--- src/rtl/timekeeper_core_pkg.sv ---
// Shared types, limits and the 12 h display conversion for the time-of-day engine.
// Contents: bcd_t digit type, counter limits, hr_disp_t hour-display payload, to_12h().
package timekeeper_core_pkg;

  localparam int unsigned BCD_W        = 4;
  localparam int unsigned SEC_W        = 6;
  localparam int unsigned SEC_MAX      = 59;
  localparam int unsigned MIN_TENS_MAX = 5;
  localparam int unsigned HR_MAX_T     = 2;
  localparam int unsigned HR_MAX_O     = 3;

  typedef logic [BCD_W-1:0] bcd_t;

  // Hour digits as shown on the display, with the PM flag
  typedef struct packed {
    bcd_t tens;
    bcd_t ones;
    logic pm;
  } hr_disp_t;

  // Map a 24 h BCD hour (00..23) to its 12 h form: 0 -> 12 AM, 12 -> 12 PM
  function automatic hr_disp_t to_12h(input bcd_t h_t, input bcd_t h_o);
    logic [4:0] h;
    logic [4:0] d;
    hr_disp_t   r;
    h    = 5'(h_t) * 5'd10 + 5'(h_o);
    r.pm = (h >= 5'd12);
    if (h == 5'd0)       d = 5'd12;
    else if (h > 5'd12)  d = h - 5'd12;
    else                 d = h;
    r.tens = (d >= 5'd10) ? 4'd1 : 4'd0;
    r.ones = 4'(d - ((d >= 5'd10) ? 5'd10 : 5'd0));
    return r;
  endfunction

endpackage

--- src/rtl/timekeeper_core_bcd_mod_counter.sv ---
// Two-digit BCD counter that wraps to 00 after TENS_MAX:WRAP_O.
// Ports: i_clk clock, i_clr sync clear (priority), i_inc advance by one,
//        o_tens/o_ones current digits, o_wrap_c combinational: this i_inc wraps to 00.
module timekeeper_core_bcd_mod_counter
  import timekeeper_core_pkg::*;
#(
  parameter int unsigned TENS_MAX = 5,
  parameter int unsigned ONES_MAX = 9,
  parameter int unsigned WRAP_O   = 9
) (
  input  logic i_clk,
  input  logic i_clr,
  input  logic i_inc,
  output bcd_t o_tens,
  output bcd_t o_ones,
  output logic o_wrap_c
);

  bcd_t r_tens;
  bcd_t r_ones;
  logic w_at_wrap;

  assign w_at_wrap = (r_tens == BCD_W'(TENS_MAX)) && (r_ones == BCD_W'(WRAP_O));
  assign o_wrap_c  = i_inc && w_at_wrap;
  assign o_tens    = r_tens;
  assign o_ones    = r_ones;

  // Digit update: wrap point first, then ones overflow into tens
  always_ff @(posedge i_clk) begin
    if (i_clr) begin
      r_tens <= '0;
      r_ones <= '0;
    end else if (i_inc) begin
      if (w_at_wrap) begin
        r_tens <= '0;
        r_ones <= '0;
      end else if (r_ones == BCD_W'(ONES_MAX)) begin
        r_tens <= r_tens + BCD_W'(1);
        r_ones <= '0;
      end else begin
        r_ones <= r_ones + BCD_W'(1);
      end
    end
  end

endmodule

--- src/rtl/timekeeper_core.sv ---
// Time-of-day engine: prescaler, seconds, BCD minutes/hours, registered 24/12 h display.
// Ports: CLK100MHZ clock, Reset sync active-high; inc_min/inc_hr one-cycle set pulses;
//        mode_12h display format; run enables the prescaler.
//        hrs_tens/hrs_ones/min_tens/min_ones BCD digits, seconds binary 0..59, pm flag,
//        sec_pulse one cycle per seconds tick, hour_wrap one cycle on 23 -> 00.
module timekeeper_core
  import timekeeper_core_pkg::*;
#(
  parameter int unsigned TICK_DIV       = 100000000,
  parameter int unsigned CNT_W          = $clog2(TICK_DIV),
  parameter bit          SET_CLEARS_SEC = 1'b1
) (
  input  logic             CLK100MHZ,
  input  logic             Reset,
  input  logic             inc_min,
  input  logic             inc_hr,
  input  logic             mode_12h,
  input  logic             run,
  output logic [BCD_W-1:0] hrs_tens,
  output logic [BCD_W-1:0] hrs_ones,
  output logic [BCD_W-1:0] min_tens,
  output logic [BCD_W-1:0] min_ones,
  output logic [SEC_W-1:0] seconds,
  output logic             pm,
  output logic             sec_pulse,
  output logic             hour_wrap
);

  logic [CNT_W-1:0] r_presc;
  logic [SEC_W-1:0] r_sec;
  logic             r_sec_pulse;
  logic             r_hour_wrap;
  bcd_t             r_hrs_t, r_hrs_o, r_min_t, r_min_o;
  logic [SEC_W-1:0] r_sec_disp;
  logic             r_pm;

  logic     w_tick, w_set_clr, w_sec_carry;
  logic     w_min_inc, w_min_wrap, w_hr_carry, w_hr_inc, w_hr_wrap;
  bcd_t     w_m_t, w_m_o, w_h_t, w_h_o;
  bcd_t     w_src_h_t, w_src_h_o;
  hr_disp_t w_disp12;

  assign w_tick      = run && (r_presc == CNT_W'(TICK_DIV - 1));
  assign w_set_clr   = SET_CLEARS_SEC && (inc_min || inc_hr);
  // A set pulse zeroes seconds, so a coincident 59 -> 0 tick never carries
  assign w_sec_carry = w_tick && !w_set_clr && (r_sec == SEC_W'(SEC_MAX));
  assign w_min_inc   = w_sec_carry || inc_min;
  // Only a carry-driven minute wrap reaches the hours
  assign w_hr_carry  = w_min_wrap && !inc_min;
  assign w_hr_inc    = w_hr_carry || inc_hr;

  timekeeper_core_bcd_mod_counter #(
    .TENS_MAX(MIN_TENS_MAX), .ONES_MAX(9), .WRAP_O(9)
  ) u_min (
    .i_clk(CLK100MHZ), .i_clr(Reset), .i_inc(w_min_inc),
    .o_tens(w_m_t), .o_ones(w_m_o), .o_wrap_c(w_min_wrap)
  );

  timekeeper_core_bcd_mod_counter #(
    .TENS_MAX(HR_MAX_T), .ONES_MAX(9), .WRAP_O(HR_MAX_O)
  ) u_hr (
    .i_clk(CLK100MHZ), .i_clr(Reset), .i_inc(w_hr_inc),
    .o_tens(w_h_t), .o_ones(w_h_o), .o_wrap_c(w_hr_wrap)
  );

  // Prescaler, seconds and event pulses
  always_ff @(posedge CLK100MHZ) begin
    if (Reset) begin
      r_presc     <= '0;
      r_sec       <= '0;
      r_sec_pulse <= 1'b0;
      r_hour_wrap <= 1'b0;
    end else begin
      if (w_set_clr) begin
        r_presc <= '0;
        r_sec   <= '0;
      end else if (w_tick) begin
        r_presc <= '0;
        r_sec   <= (r_sec == SEC_W'(SEC_MAX)) ? '0 : r_sec + SEC_W'(1);
      end else if (run) begin
        r_presc <= r_presc + CNT_W'(1);
      end
      r_sec_pulse <= w_tick && !w_set_clr;
      r_hour_wrap <= w_hr_wrap;
    end
  end

  // During Reset the display loads the cleared state so the cycle after shows 00:00 / 12:00
  assign w_src_h_t = Reset ? '0 : w_h_t;
  assign w_src_h_o = Reset ? '0 : w_h_o;
  assign w_disp12  = to_12h(w_src_h_t, w_src_h_o);

  // Display registers, one cycle behind the counters
  always_ff @(posedge CLK100MHZ) begin
    r_min_t    <= Reset ? '0 : w_m_t;
    r_min_o    <= Reset ? '0 : w_m_o;
    r_sec_disp <= Reset ? '0 : r_sec;
    if (mode_12h) begin
      r_hrs_t <= w_disp12.tens;
      r_hrs_o <= w_disp12.ones;
      r_pm    <= w_disp12.pm;
    end else begin
      r_hrs_t <= w_src_h_t;
      r_hrs_o <= w_src_h_o;
      r_pm    <= 1'b0;
    end
  end

  assign hrs_tens  = r_hrs_t;
  assign hrs_ones  = r_hrs_o;
  assign min_tens  = r_min_t;
  assign min_ones  = r_min_o;
  assign seconds   = r_sec_disp;
  assign pm        = r_pm;
  assign sec_pulse = r_sec_pulse;
  assign hour_wrap = r_hour_wrap;

endmodule

--- config.mk ---
export PLATFORM = sky130hd
export DESIGN_NAME = timekeeper_core
export DESIGN_NICKNAME = d
export VERILOG_FILES = /design/src/rtl/timekeeper_core_pkg.sv /design/src/rtl/timekeeper_core_bcd_mod_counter.sv /design/src/rtl/timekeeper_core.sv
export SDC_FILE = /design/constraint.sdc
export NUM_CORES = 1
export LEC_CHECK = 0
export BUFFER_PORTS_ARGS = -buffer_cell sky130_fd_sc_hd__buf_2
export CORE_MARGIN = 2
export CORE_UTILIZATION = 45
export CTS_CLUSTER_SIZE = 12
export DETAILED_ROUTE_END_ITERATION = 16
export SLEW_MARGIN = 5
export SYNTH_ARGS = -nofsm -noshare
export SYNTH_HDL_FRONTEND = slang
export SYNTH_HIERARCHICAL = 1
export SYNTH_SLANG_ARGS = --single-unit
--- constraint.sdc ---
create_clock -name CLK100MHZ -period 5.2 [get_ports CLK100MHZ]
set_clock_uncertainty 0.05 [all_clocks]
set_input_delay 0.78 -clock CLK100MHZ [delete_from_list [all_inputs] [get_ports CLK100MHZ]]
set_output_delay 0.78 -clock CLK100MHZ [all_outputs]
set_load 0.005 [all_outputs]
==> results.txt, run 1 <==
The run gives 4520 um as the detailed-placement wirelength estimate. In the synthesized netlist, the cells that appear most often are 74 x sky130_fd_sc_hd__dfxtp_1, 51 x sky130_fd_sc_hd__nor2_1, 24 x sky130_fd_sc_hd__nand2_1. Counting flops per register, the top entry is r_presc. In the routed design, unresolved DRC markers number 0.

After clock tree synthesis, the clock-pin slew on the worst setup and hold paths is 70 ps. The logs give 42.5% for the sequential-to-total area share from yosys stat and 762 for the number of fillers in the final layout. The net count after synthesis is 400, and the number of buffers and inverters on the critical path is 2. The post-cts sizing count was 0.

The total internal power is 835 uW. In this run the clock root is driven by a sky130_fd_sc_hd__clkbuf_8. The number of global-route vias before repair is 2545.

The highest cell delay on the worst timing path is 330 ps, and the non-filler instance count after layout is 517. For the number of warnings issued by yosys, the log shows 6. In this run the tool buffered the top-level ports with 30 buffer cells.

The number of hold buffers added after CTS is 0, and the total count of hold-check failures in the final report is 0. Global routing finished with a remaining overflow of 0. After detailed routing, the total wire length is 6290 um. Across all hold checks on the routed design, the worst slack comes to 434 ps.

Measured along the x axis, the die boundary spans 92.0 um. The mean instance size in the synthesized netlist was 9.29 um^2. The most numerous cell in the Yosys netlist was sky130_fd_sc_hd__dfxtp_1. The most critical setup path has its startpoint at Reset. The logs give 0 for the total count of max-transition violations in the final report and 3 for the maximum level of the CTS H-tree. Global routing used 16.1% of the available tracks across all layers.

Subtracting the final worst setup slack from the clock period gives 3820 ps. The number of flops mapped to enable cells by yosys was 0. Sequential cells burn 53.5% of the power.

The total negative slack for setup checks was 0 ps; the clock tree buffer depth was 2. The run gives 41.2% as the relative max-transition margin. The synthesis-stage register bit count is 74, and the standby leakage power is 1.53 nW. The row count came out at 32.

Main flop type after synthesis: sky130_fd_sc_hd__dfxtp_1. The per-cell routed wire length is 12.2 um, and the starting density of the core is 45.8%. Derived from the worst setup path, the maximum achievable clock frequency is 0.262 GHz.

The slowest stage of the critical path is the sky130_fd_sc_hd__ha_1 cell. Once placement finished, the instance area stood at 3720 um^2. The tools report the final setup slack of the worst path as 1380 ps.

TritonCTS built the clock tree. The run finished with clean final reports. The worst hold path startpoint was r_presc[24].

Relative to the synthesized area, the layout overhead comes to 12.7%. Of the total power, combinational logic draws 5.1%. The initial DRC count is 82, and the switching power summed over all nets is 251 uW. At the pin with the least slew margin, the transition time is 881 ps. Setup repair after global routing left no endpoint under its margin.

Clock latency on the worst-skew pair, taken at its later pin, is 350 ps. Dividing the detail-routed via count by the number of cells gives 5.02. The signal on the critical path passes through buf_2 -> and2b_1 -> ha_1 -> ha_1 -> xnor2_1 -> inv_1 -> ha_1 -> o21a_1 -> o32a_1 -> o221a_1 -> o21ba_1 -> ha_1 -> ha_1 -> xor2_1 -> a21oi_1. The number of antenna violations at the first check in global routing was 0. The total of endpoints with negative setup slack in the final report was 0. The clock network accounts for 41.4% of the total power. Max-cap violations in this run came to 0. The logs give 74 for the count of clock tree sinks and 58 for the count of different cell masters after synthesis. The placed cell count is 501, and the met1 track demand over resource in global routing is 20.8%.

Of the cells placed in the final design, the portion with a size suffix greater than 1 is 14.9%. Yosys attributes the largest share of cell area to sky130_fd_sc_hd__dfxtp_1 43%, sky130_fd_sc_hd__ha_1 6.5%, sky130_fd_sc_hd__nor2_1 5.5%. The I/O pin count came out at 31. Of all flip-flops after synthesis, the portion carrying an async set or reset was 0%.

The register with the most flip-flops in the layout has 27 of them. By startpoint and endpoint, the worst setup path is classified as input pin to flip-flop. The die area is 8460 um^2. The kind of cell with the highest combined delay along the critical path is adder cells. In this run the most used layer during global routing was met2. The top-area cell type share of the netlist area is 42.5%. Counting stages on the worst path, the most repeated cell is sky130_fd_sc_hd__ha_1. At the worst endpoint, the required time is 5430 ps. Entering global routing, the biggest net connects 34 pins. Post-CTS timing repair inserted 0 buffers for setup.

Once detail routing completed, the nets flagged for antenna violations numbered 0. The period utilization is 73.5%. Buffers inserted during clock tree synthesis total 9.

The first detailed-routing pass ran for 4 iterations. The path category of the worst min-delay check was flip-flop to flip-flop. The logs give 1020 ps for the setup slack after placement and 11000 um for the first-pass GRT wire length. The power density over the cells was 277 nW/um^2; the number of diodes was 0. After technology mapping, the gate count stands at 375. IR analysis of the VDD net gives a maximum drop of 0.159 mV. The run gives 3.29% as the met3 layer usage reported by global route. Source of the worst register-to-register timing path: u_hr/o_tens[0].

Of all cell types, the one taking the most synthesized area is sky130_fd_sc_hd__dfxtp_1. Net switching is 23.1% of the power. In this run the vertical extent of the chip is 92.0 um. In this run the worst path has a maximum fanout of 10. The worst setup path is launched from an input pin. The detailed router placed 2595 vias in this run. For the final weighted congestion of routability-driven global placement, the log shows 0.734. The final net count is 435, and the data arrival time of the worst path is 4050 ps.

Global-route track usage on met2: 25.6%. The core outline area came out at 7610 um^2. The synthesized netlist occupies a cell area of 3480 um^2. Once layout is done, the placed cells without fillers occupy 3930 um^2. The worst setup path is captured at a flip-flop.
-- cell usage in the layout (no fill, tap or decap), drive strengths merged, types with 3 or more instances in the layout --
cell type,netlist,routed
nand4,10,10
o31ai,3,3
xor2,19,19
a21oi,14,14
nor2b,20,20
nand3,20,20
nor2,54,54
inv,19,20
nor3,3,3
clkbuf,4,10
o211ai,3,3
nor4b,3,3
and3,6,6
buf,3,32
or4,3,3
clkinv,0,3
mux2i,6,6
nand2,24,24
or3,6,6
o21ai,11,11
xnor2,19,19
ha,18,18
dfxtp,74,74
-- path summary, 6_finish.rpt --
kind,endpoint,slack (ps),cells past startpoint
worst max-delay path,hrs_ones[3],1380,15
worst min-delay path,r_presc[24],430,2
worst max register to register,hrs_ones[3],1690,14
worst min register to register,r_presc[24],430,2
-- final cells by class --
cell class / instances / area, um^2 / area share (%)
clock buffers: 10 / 138 / 3.51
clock inverters: 6 / 65.1 / 1.66
inverters: 19 / 71.3 / 1.82
multi-input cells: 274 / 1880 / 47.8
flip-flops and latches: 74 / 1480 / 37.7
well taps: 102 / 128 / 3.25
repair buffers: 32 / 165 / 4.21
-- tightest hold or removal path, stage by stage, from the launching register on --
cell and delay [ps]:
sky130_fd_sc_hd__dfxtp_1 320, sky130_fd_sc_hd__o21ai_0 70, sky130_fd_sc_hd__a21oi_1 60
-- stage by stage --
stage                     utilization [%]  power (mW)
after floorplan                         -       0.631
after global placement               48.9       0.648
after detailed placement             48.9       0.650
after CTS                            51.6        1.10
after global routing                 51.6        1.13
final                                51.6        1.09
-- kinds of logic (layout without fill, tap and decap cells) --
group,count (synthesis),count (layout),synth area share [%]
buffers and inverters,27,67,3.59
AOI/OAI and AO/OA,44,44,8.44
DFF,74,74,42.5
and+or+nand+nor,166,166,25.7
adders and majority gates,19,19,7.04
xor gates and xnor gates,38,38,10.5
muxes,7,7,2.16
-- power groups by stage --
stage / Combinational, mW / Sequential (mW) / Clock (mW)
3_3_place_gp: 0.0537 / 0.595 / 0
3_5_place_dp: 0.0557 / 0.595 / 0
2_1_floorplan: 0.0371 / 0.594 / 0
5_1_grt: 0.0626 / 0.583 / 0.488
6_report: 0.0556 / 0.581 / 0.449
4_1_cts: 0.0563 / 0.581 / 0.464
-- layer usage --
metal  wire, um  vias up
met2       2830       47
met3        256       11
li1           -     1350
met1       3090     1187
met4        120        0
met5          0        -
Power figures use the tool's default switching activity.
==> run 2: changes to the inputs <==
clock period = 3.8 ns   (was 5.2 ns; I/O delays follow)
==> results.txt, run 2 (synthesis results as in run 1) <==
The flow ran to the end, and the final reports show no timing, DRC or antenna violations. Total negative slack for setup checks: 0 ps (unchanged). The number of buffers added by the clock tree synthesis step is 9 (unchanged).

The chip height was 92.0 um (unchanged). r_presc holds more flip-flops than any other register. The fraction of power spent switching nets was 22.3% (-0.86 points); the total internal power was 1.21 mW (+45%).

The worst-path maximum fanout works out to 9 (-1). Die area: 8460 um^2 (unchanged). Non-filler instance count after layout: 522 (+0.97%).

The relative area change from synthesis to final layout was 14.4%. The post-cts sizing count is 0 (unchanged), and the total count of hold-check failures in the final report is 0 (unchanged). The I/O pin count was 31 (unchanged).

The tools report the count of clock tree sinks as 74 (unchanged). The total number of vias is 2651 (+2.2%). The number of global-route vias before repair is 2397 (-5.8%). The tools report the launch point of the critical path as Reset. The first-pass GRT wire length is 11000 um (-0.69%), and the shortest period the worst path allows is 3470 ps. The startpoint identified for the worst hold timing path is r_presc[26]. Leaving out fill and tap cells, the most frequent cell in the layout is sky130_fd_sc_hd__dfxtp_1. The share of layout cells above drive strength 1 was 16.0% (+1.0 points). For the DRC violations left, the log shows 0 (unchanged).

The run gives 2 (unchanged) as the clock tree buffer depth. Type of element capturing the critical path: a flip-flop. The instance count along the most critical hold path is 2 (unchanged). In this run the worst hold path is classified as flip-flop to flip-flop. The starting density of the core is 45.8% (unchanged), and the clock transition at the register clock pins on the worst setup and hold paths after CTS is 80 ps (about the same). For the row count, the log shows 32 (unchanged). In the layout the commonest cells are 74 x sky130_fd_sc_hd__dfxtp_1, 51 x sky130_fd_sc_hd__nor2_1, 30 x sky130_fd_sc_hd__buf_2. The switching power summed over all nets came out at 346 uW (+38%). The tools report the largest net degree at the start of global routing as 33 (-2.9%).

The final weighted congestion of routability-driven global placement was 0.780 (+6.3%). The setup path with the least slack is of type input pin to flip-flop. The worst vdd rail ir drop is 0.241 mV (+52%), and the highest cell delay on the worst timing path is 330 ps (about the same).

Critical path's most frequent cell: sky130_fd_sc_hd__ha_1. The post-CTS setup buffer count is 0 (unchanged), and the via density per instance is 5.08 (+1.2%). The count of maximum capacitance violations is 0 (unchanged), and the total count of max-transition violations in the final report is 0 (unchanged). The run gives 0 (unchanged) as the remaining antenna violation count.

The nature of the critical path startpoint was an input pin. Total of buffers placed on input and output ports: 30 (unchanged). The tools report the final wirelength as 6460 um (+2.6%). The transition time at the pin with the least slew margin was 876 ps (-4.33 ps); the part of the power in combinational logic was 4.9% (-0.2 points).

Total of endpoints with negative setup slack in the final report: 0 (unchanged). Placed cell count: 506 (+1.0%). The run gives 4 (unchanged) as the iteration count of the initial detailed-routing pass. The maximum level of the CTS H-tree is 3 (unchanged). The final net count is 440 (+1.1%), and the initial DRC count is 93 (+13%).

TritonCTS built the clock tree. The data arrival time of the worst path is 3700 ps (-350 ps), and the number of hold buffers added after CTS is 0 (unchanged). The sequential cell fraction of total power is 51.1% (-2.4 points).

Power density over the cells: 391 nW/um^2 (+41%). Relative max-transition margin: 41.4% (+0.29 points). For the data required time at the worst endpoint, the log shows 4020 ps (-1410 ps).

The source-to-sink clock delay at the later pin of the worst-skew pair is 350 ps (about the same). After layout, the worst path uses 91.4% of the clock period. Die width: 92.0 um (unchanged).

For the aggregate global routing overflow, the log shows 0 (unchanged). Setup repair after global routing left no endpoint under its margin. The per-cell routed wire length is 12.4 um (+1.6%), and the number of antenna violations at the first check in global routing is 0 (unchanged).

The flip-flop count of the largest register after layout came out at 27 (unchanged). The root buffer cell chosen for the clock tree is sky130_fd_sc_hd__clkbuf_8. The logs give 7610 um^2 (unchanged) for the core outline area and 0 (unchanged) for the number of diodes.

The portion of total power attributed to the clock network came out at 43.9% (+2.5 points). The logic depth of the worst register-to-register path is 14 (unchanged), and the highest clock frequency the design can meet is 0.288 GHz. Among all stages on the critical path, the largest delay is contributed by sky130_fd_sc_hd__ha_1.

The tools report the detailed-placement wirelength estimate as 4590 um (+1.6%). The standby leakage power came out at 1.57 nW (+2.5%). In this run the critical register-to-register path is launched from u_hr/o_tens[2].

The tools report the global routing usage summed across all routing layers as 16.1% (+0.017 points). Traced cell by cell, the critical path runs through buf_2 -> and2b_1 -> ha_1 -> ha_1 -> xnor2_1 -> inv_1 -> ha_1 -> o21a_1 -> o32a_1 -> o221a_1 -> o21ba_1 -> ha_1 -> ha_1 -> xor2_1 -> a21oi_1.
run 2: power by group through the flow:
stage | Combinational [mW] | Clock, mW | Sequential, mW
finish | 0.0770 | 0.684 | 0.796
global route | 0.0878 | 0.738 | 0.798
CTS | 0.0777 | 0.703 | 0.796
detailed placement | 0.0772 | 0 | 0.814
global placement | 0.0756 | 0 | 0.814
floorplan | 0.0508 | 0 | 0.813
run 2: metal layers:
metal  track usage (%)  wire (um)
met1              22.3       3230
met2              24.0       2870
met3              4.44        275
met4              6.34         82
met5                 0          0
run 2: metrics by stage:
step	worst slack (ps)	hold slack [ps]	instance area (um^2)	utilization [%]	power, mW
floorplan	133	403	3480	-	0.864
global placement	47.2	418	3760	49.4	0.890
detailed placement	-18.8	432	3760	49.4	0.891
CTS	337	430	3990	52.4	1.58
global route	66.6	444	3990	52.4	1.62
finish	327	442	3990	52.4	1.56
run 2: final timing paths:
kind                  to  slack (ps)
max          hrs_ones[3]         330
min          r_presc[26]         440
min reg2reg  r_presc[26]         440
max reg2reg  hrs_ones[3]         390
run 2: critical path, delay by kind of cell:
family / cells / cell delay (ps)
simple gates: 1 / 240
buf+inv: 2 / 280
compound gates: 5 / 940
xor+xnor: 2 / 440
fa+ha+maj: 5 / 1210
run 2: area by class of cell:
cell class	count	area, um^2
clock buffer	10	138
clock inverter	6	87.6
fill	711	3620
inverter	19	71.3
multi-input combinational	274	1880
sequential	74	1480
tap	102	128
timing repair buffer	37	203
==> run 3: changes to the inputs <==
SYNTH_HIERARCHICAL = unset   (was 1)
==> results.txt, run 3 <==
The run gives 5 (+1) as the iteration count of the initial detailed-routing pass. The die area is 8480 um^2 (+0.17%). The number of fillers in the final layout is 735 (+3.4%), and the total count of hold-check failures in the final report is 0 (unchanged). The number of global-route vias before repair is 2542 (+6.0%), and the data arrival time of the worst path is 3730 ps (+30 ps). The initial DRC count was 90 (-3.2%). STA classifies the critical path startpoint as a flip-flop.

The run gives 0 (unchanged) as the remaining antenna violation count. The starting density of the core was 45.9% (+0.082 points). For the smallest hold slack, the log shows 445 ps (+3.93 ps). Tracing the worst setup path back leads to its startpoint at u_hr.o_tens[0]. The worst register-to-register path begins at u_hr.o_tens[0].

The most common cell after layout, fill and taps aside is sky130_fd_sc_hd__dfxtp_1. The core outline area was 7610 um^2 (unchanged); the via density per instance was 5.15 (+1.3%). The run gives 31 (unchanged) as the I/O pin count. The area of all placed cells without fillers came out at 4100 um^2 (+3.0%). The transition time at the pin with the least slew margin was 989 ps (+113 ps); the relative area change from synthesis to final layout was 17.6%.

Chip height: 92.1 um (about the same). The worst setup path is of the flip-flop to flip-flop kind. The logs give 350 ps (about the same) for the source-to-sink clock delay at the later pin of the worst-skew pair and 2758 (+4.0%) for the total number of vias. The adder-cell area share of the yosys netlist was 6.06% (-0.98 points).

In the layout the commonest cells are 73 x sky130_fd_sc_hd__dfxtp_1, 49 x sky130_fd_sc_hd__nor2_1, 30 x sky130_fd_sc_hd__buf_2. The tools report the part of the power in combinational logic as 5.0% (about the same). The die width works out to 92.1 um (about the same). The final weighted congestion of routability-driven global placement is 0.813 (+4.3%), and the clock transition at the register clock pins on the worst setup and hold paths after CTS is 80 ps (about the same). The total negative slack for setup checks is 0 ps (unchanged), and the async set-reset flop share out of synthesis is 0% (unchanged).

The run finished with clean final reports. Ranked by total cell area, the synthesized netlist is headed by sky130_fd_sc_hd__dfxtp_1 42%, sky130_fd_sc_hd__ha_1 5.7%, sky130_fd_sc_hd__nor2_1 5.4%. The count of different cell masters after synthesis is 58 (unchanged), and the worst reg-to-reg setup slack is 240 ps (-150 ps). The power density over the cells is 385 nW/um^2 (-1.4%), and the total of endpoints with negative setup slack in the final report is 0 (unchanged). The synthesis-stage register bit count came out at 74 (unchanged).

Clock tree synthesis selected as its root buffer the cell sky130_fd_sc_hd__clkbuf_8. The highest clock frequency the design can meet came out at 0.281 GHz (-2.4%). The worst vdd rail ir drop was 0.198 mV (-18%); the instance count along the most critical hold path was 2 (unchanged). The number of instances in the synthesized netlist is 390 (+4.0%), and the worst-path maximum fanout is 5 (-4). The logs give 26.0% (+2.0 points) for the global-route track usage on met2 and 0 (unchanged) for the count of maximum capacitance violations. The per-cell routed wire length works out to 12.3 um (-0.36%). The logs give 4660 um (+1.5%) for the detailed-placement wirelength estimate and 11600 um (+5.8%) for the first-pass GRT wire length.

The share of layout cells above drive strength 1 was 19.8% (+3.9 points). The capture instance of the worst register-to-register path was hrs_ones[3]. The run gives 22.9% (+0.67 points) as the met1 track demand over resource in global routing. The worst hold path terminates at min_ones[1]. The commonest cells after synthesis are 74 x sky130_fd_sc_hd__dfxtp_1, 50 x sky130_fd_sc_hd__nor2_1, 24 x sky130_fd_sc_hd__nand2_1.

The worst hold path begins at u_min.o_ones[1]. The maximum level of the CTS H-tree was 3 (unchanged); the aggregate global routing overflow was 0 (unchanged). Number of diodes: 0 (unchanged).

The run gives 0 (unchanged) as the DRC violations left. Among all cell types in the netlist, the one instantiated most often is sky130_fd_sc_hd__dfxtp_1. Mean instance size in the synthesized netlist: 8.95 um^2 (-3.7%). The register with the highest flop count is r_presc.

Global routing usage summed across all routing layers: 17.0% (+0.84 points). The tools report the sequential-to-total area share from yosys stat as 42.5% (-0.076 points). The placed instance area came out at 3860 um^2 (+2.8%). The total count of max-transition violations in the final report is 0 (unchanged). The net count after synthesis was 412 (+3.0%); the switching power summed over all nets was 335 uW (-3.2%). Global routing's busiest layer: met2.

The combinational family with the most area after synthesis is simple AND/OR/NAND/NOR gates. The final wirelength is 6610 um (+2.3%), and the simple-gate share of the synthesized area is 28.1% (+2.4 points). The tools report the count of clock tree sinks as 74 (unchanged). The share of the synthesized netlist area taken by xor and xnor gates is 7.96% (-2.6 points), and the total of buffers placed on input and output ports is 30 (unchanged). The setup slack after placement came out at 4.47 ps (+23.3 ps). The tools report the row count as 32 (unchanged). The final setup slack of the worst path came out at 240 ps (-86.3 ps). The cell accounting for the most synthesized area was sky130_fd_sc_hd__dfxtp_1. The final net count is 451 (+2.5%). The min-delay analysis places its worst path in the category flip-flop to flip-flop. For the standby leakage power, the log shows 1.56 nW (-1.0%).

The number of buffers added by the clock tree synthesis step was 9 (unchanged). The portion of total power attributed to the clock network was 44.9% (+1.0 points). TritonCTS built the clock tree. The number of hold buffers added after CTS was 0 (unchanged).

The logic depth of the worst register-to-register path is 17 (+3). The largest net degree at the start of global routing was 31 (-6.1%); the flip-flop count of the largest register after layout was 27 (unchanged). The number of warnings issued by yosys was 0 (-6). The top-area cell type share of the netlist area is 42.5% (-0.076 points), and the proportion of synthesized area in mux cells is 0.896% (-1.3 points).

The sequential cell fraction of total power is 50.1% (-1.0 points). The run gives 2 (unchanged) as the clock tree buffer depth. The data required time at the worst endpoint was 3970 ps (-50 ps); the period utilization was 93.7% (+2.3 points). The run gives 0 (unchanged) as the number of antenna violations at the first check in global routing. Setup repair after global routing left no endpoint under its margin. The netlist area before placement was 3490 um^2 (+0.18%); the fraction of power spent switching nets was 21.2% (-1.0 points). The main flop type after synthesis is sky130_fd_sc_hd__dfxtp_1. The synthesized-area fraction occupied by ao, oa, aoi and oai cells is 10.9% (+2.5 points), and the number of flops mapped to enable cells by yosys is 0 (unchanged). Met3 layer usage reported by global route: 4.03% (-0.41 points). The total internal power was 1.24 mW (+2.8%); the shortest period the worst path allows was 3560 ps (+86.3 ps). The tools report the relative max-transition margin as 34.0% (-7.4 points). The worst setup path is captured at a flip-flop.
run 3: layer usage:
| metal | wire (um) | part of all wire, % | vias to the layer above |
|---|---|---|---|
| met5 | 0 | 0 | - |
| met4 | 98 | 1.5 | 0 |
| met3 | 202 | 3.1 | 8 |
| met2 | 2880 | 44 | 36 |
| met1 | 3420 | 52 | 1269 |
| li1 | - | - | 1445 |
run 3: cells by family after synthesis:
group	after synthesis
AOI/OAI and AO/OA	57
buffers and inverters	27
adders and majority gates	17
xor gates and xnor gates	30
muxes	3
DFF	74
and+or+nand+nor	182
run 3: worst max-delay path, stage by stage, from the launching register on:
cell                       delay, ps
sky130_fd_sc_hd__dfxtp_2         370
sky130_fd_sc_hd__inv_1            70
sky130_fd_sc_hd__nor2_1          150
sky130_fd_sc_hd__ha_1            290
sky130_fd_sc_hd__ha_4            280
sky130_fd_sc_hd__xnor2_4         170
sky130_fd_sc_hd__inv_2            70
sky130_fd_sc_hd__ha_4            170
sky130_fd_sc_hd__a21o_1          160
sky130_fd_sc_hd__a221o_2         350
sky130_fd_sc_hd__a21oi_2         160
sky130_fd_sc_hd__or2_4           130
sky130_fd_sc_hd__nand2_1          50
sky130_fd_sc_hd__ha_2            180
sky130_fd_sc_hd__ha_2            180
sky130_fd_sc_hd__nand2_1          60
sky130_fd_sc_hd__a221oi_1         40
sky130_fd_sc_hd__or4_1           480
run 3: timing repair:
action	in CTS	in global routing
gates resized for setup	0	1
setup endpoints to repair	0	1
setup buffers	0	0
run 3: worst max-delay path by stage:
| stage | to | slack [ps] | depth (start not counted) |
|---|---|---|---|
| 6_report | hrs_ones[3] | 240 | 17 |
| 3_3_place_gp | hrs_ones[3] | 90 | 17 |
| 3_5_place_dp | hrs_ones[3] | 4 | 17 |
| 2_1_floorplan | hrs_ones[3] | 7 | 20 |
| 4_1_cts | hrs_ones[3] | 180 | 17 |
| 5_1_grt | hrs_ones[3] | 40 | 17 |
run 3: cell type report:
type / count / area [um^2] / share of cell area [%]
repair buffers: 41 / 233 / 5.67
clock buffers: 12 / 165 / 4.03
multi-input cells: 289 / 1970 / 48.0
flip-flops and latches: 74 / 1480 / 36.1
inverters: 14 / 52.6 / 1.28
clock inverters: 4 / 72.6 / 1.77
well taps: 102 / 128 / 3.11
run 3: power by group through the flow:
stage	clock (mW)	combinational [mW]	sequential, mW
CTS	0.733	0.0801	0.791
global route	0.768	0.0889	0.792
floorplan	0	0.0592	0.809
global placement	0	0.0786	0.809
detailed placement	0	0.0795	0.809
finish	0.710	0.0786	0.791
run 3: metrics by stage:
stage | instances | util (%) | total power [mW]
after floorplan | 390 | - | 0.868
after global placement | 520 | 50.8 | 0.888
after detailed placement | 520 | 50.8 | 0.889
after CTS | 536 | 53.9 | 1.60
after global routing | 536 | 53.9 | 1.65
final | 536 | 53.9 | 1.58
